==> src/rtl/bcd_pkg.sv <==
// rtl/bcd_pkg.sv - shared state encoding and nibble constants for the BCD conversion sequencer
package bcd_pkg;

  typedef enum logic [1:0] {
    ST_IDLE  = 2'd0,
    ST_SHIFT = 2'd1,
    ST_DONE  = 2'd2
  } state_e;

  localparam int BCD_NIBBLE = 4;
  localparam logic [BCD_NIBBLE-1:0] ADD3_THRESH = 4'd5;

endpackage

==> src/rtl/bcd_convert_sequencer_if.sv <==
// rtl/bcd_convert_sequencer_if.sv - input/output handshakes and digit bus of the BCD conversion sequencer
interface bcd_convert_sequencer_if #(
  parameter int WIDTH = 8
);
  import bcd_pkg::*;

  logic                  in_valid;
  logic                  in_ready;
  logic [WIDTH-1:0]      bin_in;
  logic                  out_valid;
  logic                  out_ready;
  logic [BCD_NIBBLE-1:0] ones;
  logic [BCD_NIBBLE-1:0] tens;
  logic [BCD_NIBBLE-1:0] hundreds;
  logic                  sign;
  logic                  busy;

  modport master (
    output in_valid, bin_in, out_ready,
    input  in_ready, out_valid, ones, tens, hundreds, sign, busy
  );

  modport slave (
    input  in_valid, bin_in, out_ready,
    output in_ready, out_valid, ones, tens, hundreds, sign, busy
  );

endinterface

==> src/rtl/bcd_add3_adjust.sv <==
// rtl/bcd_add3_adjust.sv - double-dabble nibble corrector: adds 3 to any BCD digit of 5 or more
module bcd_add3_adjust
  import bcd_pkg::*;
(
  input  logic [BCD_NIBBLE-1:0] nib_i,
  output logic [BCD_NIBBLE-1:0] nib_o
);

  assign nib_o = (nib_i >= ADD3_THRESH) ? nib_i + BCD_NIBBLE'(3) : nib_i;

endmodule

==> src/rtl/bcd_convert_sequencer.sv <==
// rtl/bcd_convert_sequencer.sv - one-step-per-clock binary-to-BCD converter (double-dabble)
// Optional macro BCD_SIGNED_EN: treat bin_in as two's complement and report sign.
module bcd_convert_sequencer
  import bcd_pkg::*;
#(
  parameter int WIDTH  = 8,
  parameter int DIGITS = 3
) (
  input logic               clk,
  input logic               rst,
  bcd_convert_sequencer_if.slave bus
);

  localparam int SR_W  = DIGITS * BCD_NIBBLE + WIDTH;
  localparam int CNT_W = $clog2(WIDTH + 1);

  state_e                state_q, state_d;
  logic [SR_W-1:0]       sr_q, sr_d, sr_adj, sr_shl;
  logic [CNT_W-1:0]      cnt_q, cnt_d;
  logic [BCD_NIBBLE-1:0] ones_q, ones_d;
  logic [BCD_NIBBLE-1:0] tens_q, tens_d;
  logic [BCD_NIBBLE-1:0] hund_q, hund_d;
  logic [WIDTH-1:0]      load_val;

  // Binary field passes through; each BCD digit is corrected before the shift.
  assign sr_adj[WIDTH-1:0] = sr_q[WIDTH-1:0];
  for (genvar g = 0; g < DIGITS; g++) begin : g_adj
    bcd_add3_adjust u_adj (
      .nib_i (sr_q  [WIDTH + g*BCD_NIBBLE +: BCD_NIBBLE]),
      .nib_o (sr_adj[WIDTH + g*BCD_NIBBLE +: BCD_NIBBLE])
    );
  end
  assign sr_shl = sr_adj << 1;

`ifdef BCD_SIGNED_EN
  logic neg_q, neg_d;
  logic sign_q, sign_d;
  // Negating the most negative code wraps to the same bits, read as unsigned 2^(WIDTH-1).
  assign load_val = bus.bin_in[WIDTH-1] ? (~bus.bin_in + WIDTH'(1)) : bus.bin_in;
  assign bus.sign = sign_q;
`else
  assign load_val = bus.bin_in;
  assign bus.sign = 1'b0;
`endif

  always_comb begin
    state_d = state_q;
    sr_d    = sr_q;
    cnt_d   = cnt_q;
    ones_d  = ones_q;
    tens_d  = tens_q;
    hund_d  = hund_q;
`ifdef BCD_SIGNED_EN
    neg_d   = neg_q;
    sign_d  = sign_q;
`endif
    case (state_q)
      ST_IDLE: begin
        if (bus.in_valid) begin
          sr_d    = {{(DIGITS*BCD_NIBBLE){1'b0}}, load_val};
          cnt_d   = '0;
          state_d = ST_SHIFT;
`ifdef BCD_SIGNED_EN
          neg_d   = bus.bin_in[WIDTH-1];
`endif
        end
      end
      ST_SHIFT: begin
        sr_d  = sr_shl;
        cnt_d = cnt_q + CNT_W'(1);
        if (cnt_q == CNT_W'(WIDTH - 1)) begin
          state_d = ST_DONE;
          ones_d  = sr_shl[WIDTH                +: BCD_NIBBLE];
          tens_d  = sr_shl[WIDTH + BCD_NIBBLE   +: BCD_NIBBLE];
          hund_d  = sr_shl[WIDTH + 2*BCD_NIBBLE +: BCD_NIBBLE];
`ifdef BCD_SIGNED_EN
          sign_d  = neg_q;
`endif
        end
      end
      ST_DONE: begin
        if (bus.out_ready) state_d = ST_IDLE;
      end
      default: state_d = ST_IDLE;
    endcase
  end

  always_ff @(posedge clk) begin
    if (rst) begin
      state_q <= ST_IDLE;
      sr_q    <= '0;
      cnt_q   <= '0;
      ones_q  <= '0;
      tens_q  <= '0;
      hund_q  <= '0;
`ifdef BCD_SIGNED_EN
      neg_q   <= 1'b0;
      sign_q  <= 1'b0;
`endif
    end else begin
      state_q <= state_d;
      sr_q    <= sr_d;
      cnt_q   <= cnt_d;
      ones_q  <= ones_d;
      tens_q  <= tens_d;
      hund_q  <= hund_d;
`ifdef BCD_SIGNED_EN
      neg_q   <= neg_d;
      sign_q  <= sign_d;
`endif
    end
  end

  assign bus.in_ready  = (state_q == ST_IDLE);
  assign bus.out_valid = (state_q == ST_DONE);
  assign bus.busy      = (state_q == ST_SHIFT) || (state_q == ST_DONE);
  assign bus.ones      = ones_q;
  assign bus.tens      = tens_q;
  assign bus.hundreds  = hund_q;

endmodule
==> src/flat_wrapper.sv <==
// flat-port wrapper written by rule: the top's interface ports become plain ports
module bcd_convert_sequencer_flat import bcd_pkg::*;
#(
  parameter int WIDTH  = 8,
  parameter int DIGITS = 3
)
  (clk, rst, bus_in_valid, bus_bin_in, bus_out_ready, bus_in_ready, bus_out_valid, bus_ones, bus_tens, bus_hundreds, bus_sign, bus_busy);
  bcd_convert_sequencer_if #(.WIDTH(WIDTH)) bus_i ();
  input logic clk;
  input logic rst;
  input wire logic [$bits(bus_i.in_valid)-1:0] bus_in_valid;
  input wire logic [$bits(bus_i.bin_in)-1:0] bus_bin_in;
  input wire logic [$bits(bus_i.out_ready)-1:0] bus_out_ready;
  output wire logic [$bits(bus_i.in_ready)-1:0] bus_in_ready;
  output wire logic [$bits(bus_i.out_valid)-1:0] bus_out_valid;
  output wire logic [$bits(bus_i.ones)-1:0] bus_ones;
  output wire logic [$bits(bus_i.tens)-1:0] bus_tens;
  output wire logic [$bits(bus_i.hundreds)-1:0] bus_hundreds;
  output wire logic [$bits(bus_i.sign)-1:0] bus_sign;
  output wire logic [$bits(bus_i.busy)-1:0] bus_busy;
  assign bus_i.in_valid = bus_in_valid;
  assign bus_i.bin_in = bus_bin_in;
  assign bus_i.out_ready = bus_out_ready;
  assign bus_in_ready = bus_i.in_ready;
  assign bus_out_valid = bus_i.out_valid;
  assign bus_ones = bus_i.ones;
  assign bus_tens = bus_i.tens;
  assign bus_hundreds = bus_i.hundreds;
  assign bus_sign = bus_i.sign;
  assign bus_busy = bus_i.busy;
  bcd_convert_sequencer #(.WIDTH(WIDTH), .DIGITS(DIGITS)) u_core (.clk(clk), .rst(rst), .bus(bus_i));
endmodule
==> config.mk <==
export PLATFORM = sky130hd
export DESIGN_NAME = bcd_convert_sequencer_flat
export DESIGN_NICKNAME = d
export VERILOG_FILES = /design/src/rtl/bcd_pkg.sv /design/src/rtl/bcd_convert_sequencer_if.sv /design/src/rtl/bcd_add3_adjust.sv /design/src/rtl/bcd_convert_sequencer.sv /design/src/flat_wrapper.sv
export SDC_FILE = /design/constraint.sdc
export NUM_CORES = 1
export LEC_CHECK = 0
export BUFFER_PORTS_ARGS = -buffer_cell sky130_fd_sc_hd__buf_4
export CORE_MARGIN = 2
export CORE_UTILIZATION = 50
export CTS_CLUSTER_DIAMETER = 50
export DETAILED_ROUTE_END_ITERATION = 6
export GPL_TIMING_DRIVEN = 0
export HOLD_SLACK_MARGIN = 0.03
export PLACE_DENSITY_LB_ADDON = 0.05
export SYNTH_ARGS = -nofsm -noshare
export SYNTH_HDL_FRONTEND = slang
export SYNTH_SLANG_ARGS = --single-unit
==> constraint.sdc <==
create_clock -name clk -period 1.9 [get_ports clk]
set_input_delay 0.38 -clock clk [delete_from_list [all_inputs] [get_ports clk]]
set_output_delay 0.38 -clock clk [all_outputs]
set_load 0.01 [all_outputs]
==> results.yml <==
setup_path:
  worst-path-buf-inv: 3
  reg2reg_from: "u_core.state_q[0]"
  r2r_slack_ps: 150
  critical_path_required_ps: 2120
  cp_slowest_stage_delay_ps: 370
  cp_top_family: "buffers and inverters"
  worstPathCellList: "inv_1, ha_1, buf_2, nor2b_1, clkbuf_4, a211oi_2, mux2i_1, nor2_1"
  arrival_ps: 1970
  cp_max_fo: 10
  slowest_stage: "dfxtp_1"
  cp-end-kind: "flop"
  path_class: "flop to flop"
  ff2ff_path_depth: 8
  regToRegEndpoint: "u_core.state_q[0]"
  worstSetupStartpointType: "flop"
synthesis:
  netlist_area_sq_um: 1830
  synth-main-ff-cell: "dfxtp_1"
  avgSynthCellArea_sq_um: 9.11
  yosysTopAreaCell: "dfxtp_1"
  synth-edff-count: 0
  synthTopCellsByCount: "dfxtp_1 (38), nor2_1 (21), a21oi_1 (13)"
  synth.top_cells.by_area: "dfxtp_1 (42%), ha_1 (6.8%), a211oi_1 (4.9%)"
  yosys_warnings: 0
  ys_seq_area_share_pct: 41.6
  synth.most_common_cell: "dfxtp_1"
  synth_cells: 201
  async_flop_share_pct: 0
  synth_cell_types: 33
  synth_fp_nets: 223
  synth-seq-cells: 38
  synth_top_area_share_pct: 41.6
routing:
  avgRoutedWirePerCell_um: 14.3
  num_vias: 1564
  ant_nets: 0
  drtIter0Drc: 78
  routed_wl_um: 4030
  vias_per_cell: 5.57
  route.detailed.drc: 0
  firstDrtPassIters: 4
global_routing:
  grt_pass1_wl_um: 6720
  grt_usage_pct: 20.7
  grt_max_degree: 12
  gr-total-overflow: 0
  grt_pass1_vias: 1510
  antenna_found_initial: 0
cells_and_area:
  fillers: 335
  area.sequential_sq_um: 761
  final_cells: 281
  area_delta_synth_final_pct: 17.2
  drive_above_1_share_pct: 20.4
  postLayoutCellArea_sq_um: 2150
  multi_input_area_sq_um: 975
  num_antenna_cells: 0
  nets: 256
place:
  dp_hpwl_um: 2860
  portBuffers: 26
  dpl-instance-area_sq_um: 2080
  place_congestion: 0.783
  dp_cells: 273
die:
  initial_core_util_pct: 53.6
  ios: 28
  die-area_sq_um: 4160
  rows: 21
  die_h_um: 64.5
  core-area_sq_um: 3420
  die_x_um: 64.5
power:
  p_leak_uw: 0.000796
  netSwitchingFraction_pct: 28.8
  clock_power_share_pct: 27.9
  total_power_uw: 1590
  power_switching_uw: 458
  seqPwrFrac_pct: 53.7
  internal_power_uw: 1130
  peakVddDrop_uv: 480
  p_per_area_nw_per_um2: 740
  p_comb_share_pct: 18.3
sta:
  worst_pin_slew_ps: 720
  rsz0062_at_grt: "true"
  setup_viol: 0
  hold_viol_final: 0
  max_freq_ghz: 0.572
  maxSlewViolCount: 0
  relSlewSlack_pct: 51.7
  finalCritPeriodShare_pct: 92.1
  timing.hold.ws_ps: 379
  skew_ps: 8.79
  finalCriticalPeriod_ps: 1750
worst_hold_path:
  holdPathStages: 3
  min_path_type: "input port to flop"
  min_delay_worst_endpoint: "u_core.sr_q[2]"
  min_from: "bus_bin_in[2]"
clock_network:
  cts.clk_slew.worst_paths_ps: 120
  cts_buffers: 5
  cts_tree: "built"
  clock-root-buffer: "clkbuf_4"
  cts_buffer_depth: 2
  cts_hold_buf: 0
  clock_latency_ps: 340
  h-tree-depth: 2
  cts.sinks: 38
outcome:
  status: "finished, final reports clean"
run:
  drv_cap: 0
==> cell type report <==
type	count	area share [%]
clock buffer	7	2.57
sequential	38	35.5
multi-input combinational	141	45.4
clock inverter	1	0.233
tap	46	2.68
inverter	9	1.57
timing repair buffer	26	9.10
buffer	13	2.97
==> power by group through the flow <==
stage               Combinational (uW)  Sequential, uW  Clock [uW]
floorplan                          207             864           0
global placement                   282             869           0
detailed placement                 289             871           0
CTS                                291             853         447
global route                       320             858         478
finish                             291             853         443
==> stage by stage <==
stage,util [%],setup TNS [ps],worst slack (ps)
floorplan,-,0,284
global placement,61.0,0,174
detailed placement,61.0,0,167
CTS,62.7,0,145
global route,62.8,-52.6,-26.6
finish,62.8,0,150
==> worst max path at each step <==
| stage | from | to | cells past startpoint |
|---|---|---|---|
| floorplan | u_core.state_q[0] | u_core.state_q[0] | 8 |
| detailed placement | u_core.state_q[0] | u_core.sr_q[8] | 6 |
| CTS | u_core.state_q[0] | u_core.cnt_q[3] | 8 |
| global route | u_core.state_q[0] | u_core.cnt_q[3] | 8 |
| global placement | u_core.state_q[0] | u_core.cnt_q[1] | 6 |
| finish | u_core.state_q[0] | u_core.state_q[0] | 8 |
==> state kept, by name, indices dropped and copies added (netlist names) <==
signal / count
u_core.bus.tens: 4
u_core.sr_q: 20
u_core.bus.ones: 4
u_core.cnt_q: 4
u_core.state_q: 2
u_core.bus.hundreds: 4
==> routing by layer <==
layer	up-vias	track usage (%)	routed length [um]
met5	-	0	0
met4	0	6.65	65
met3	9	3.82	149
met2	34	37.2	1960
met1	730	24.7	1860
li1	791	-	-
==> cell usage in the layout, fill, tap and decap left out, types with 2 or more instances in the layout <==
cell | synthesis | final
dfxtp_1 | 38 | 38
buf_4 | 1 | 27
nor2_1 | 21 | 21
a21oi_1 | 13 | 13
a211oi_1 | 12 | 12
nand2b_1 | 11 | 11
ha_1 | 10 | 10
inv_1 | 8 | 8
mux2i_1 | 8 | 8
nor3b_1 | 7 | 7
buf_2 | 7 | 6
clkbuf_1 | 5 | 6
clkbuf_4 | 0 | 6
o22ai_1 | 6 | 6
nand3b_1 | 5 | 5
o21ai_0 | 5 | 5
o21ai_1 | 5 | 5
o32ai_1 | 5 | 5
mux2_2 | 4 | 4
nor2b_1 | 3 | 3
or3_1 | 3 | 3
xnor2_1 | 3 | 3
nor3_1 | 3 | 3
o41ai_1 | 3 | 3
a32oi_1 | 3 | 3
nand3_1 | 2 | 2
nand2_1 | 2 | 2
a22oi_1 | 2 | 2
==> logic make-up after synthesis <==
family,synth area share (%)
AOI/OAI and AO/OA,20.4
xor gates and xnor gates,1.44
adders and majority gates,6.84
buffers and inverters,5.19
DFF,41.6
muxes,6.84
other,0.205
and+or+nand+nor,17.5
==> tightest hold or removal path, stage by stage <==
cell and delay [ps]:
buf_4 110, mux2i_1 110, a211oi_1 80
==> repair_timing <==
action / 4_1_cts / 5_1_grt
hold endpoints to repair: 0 / 0
resized for setup: 0 / 1
setup endpoints to repair: 0 / 3
setup buffers: 0 / 0
Power figures use the tool's default switching activity.
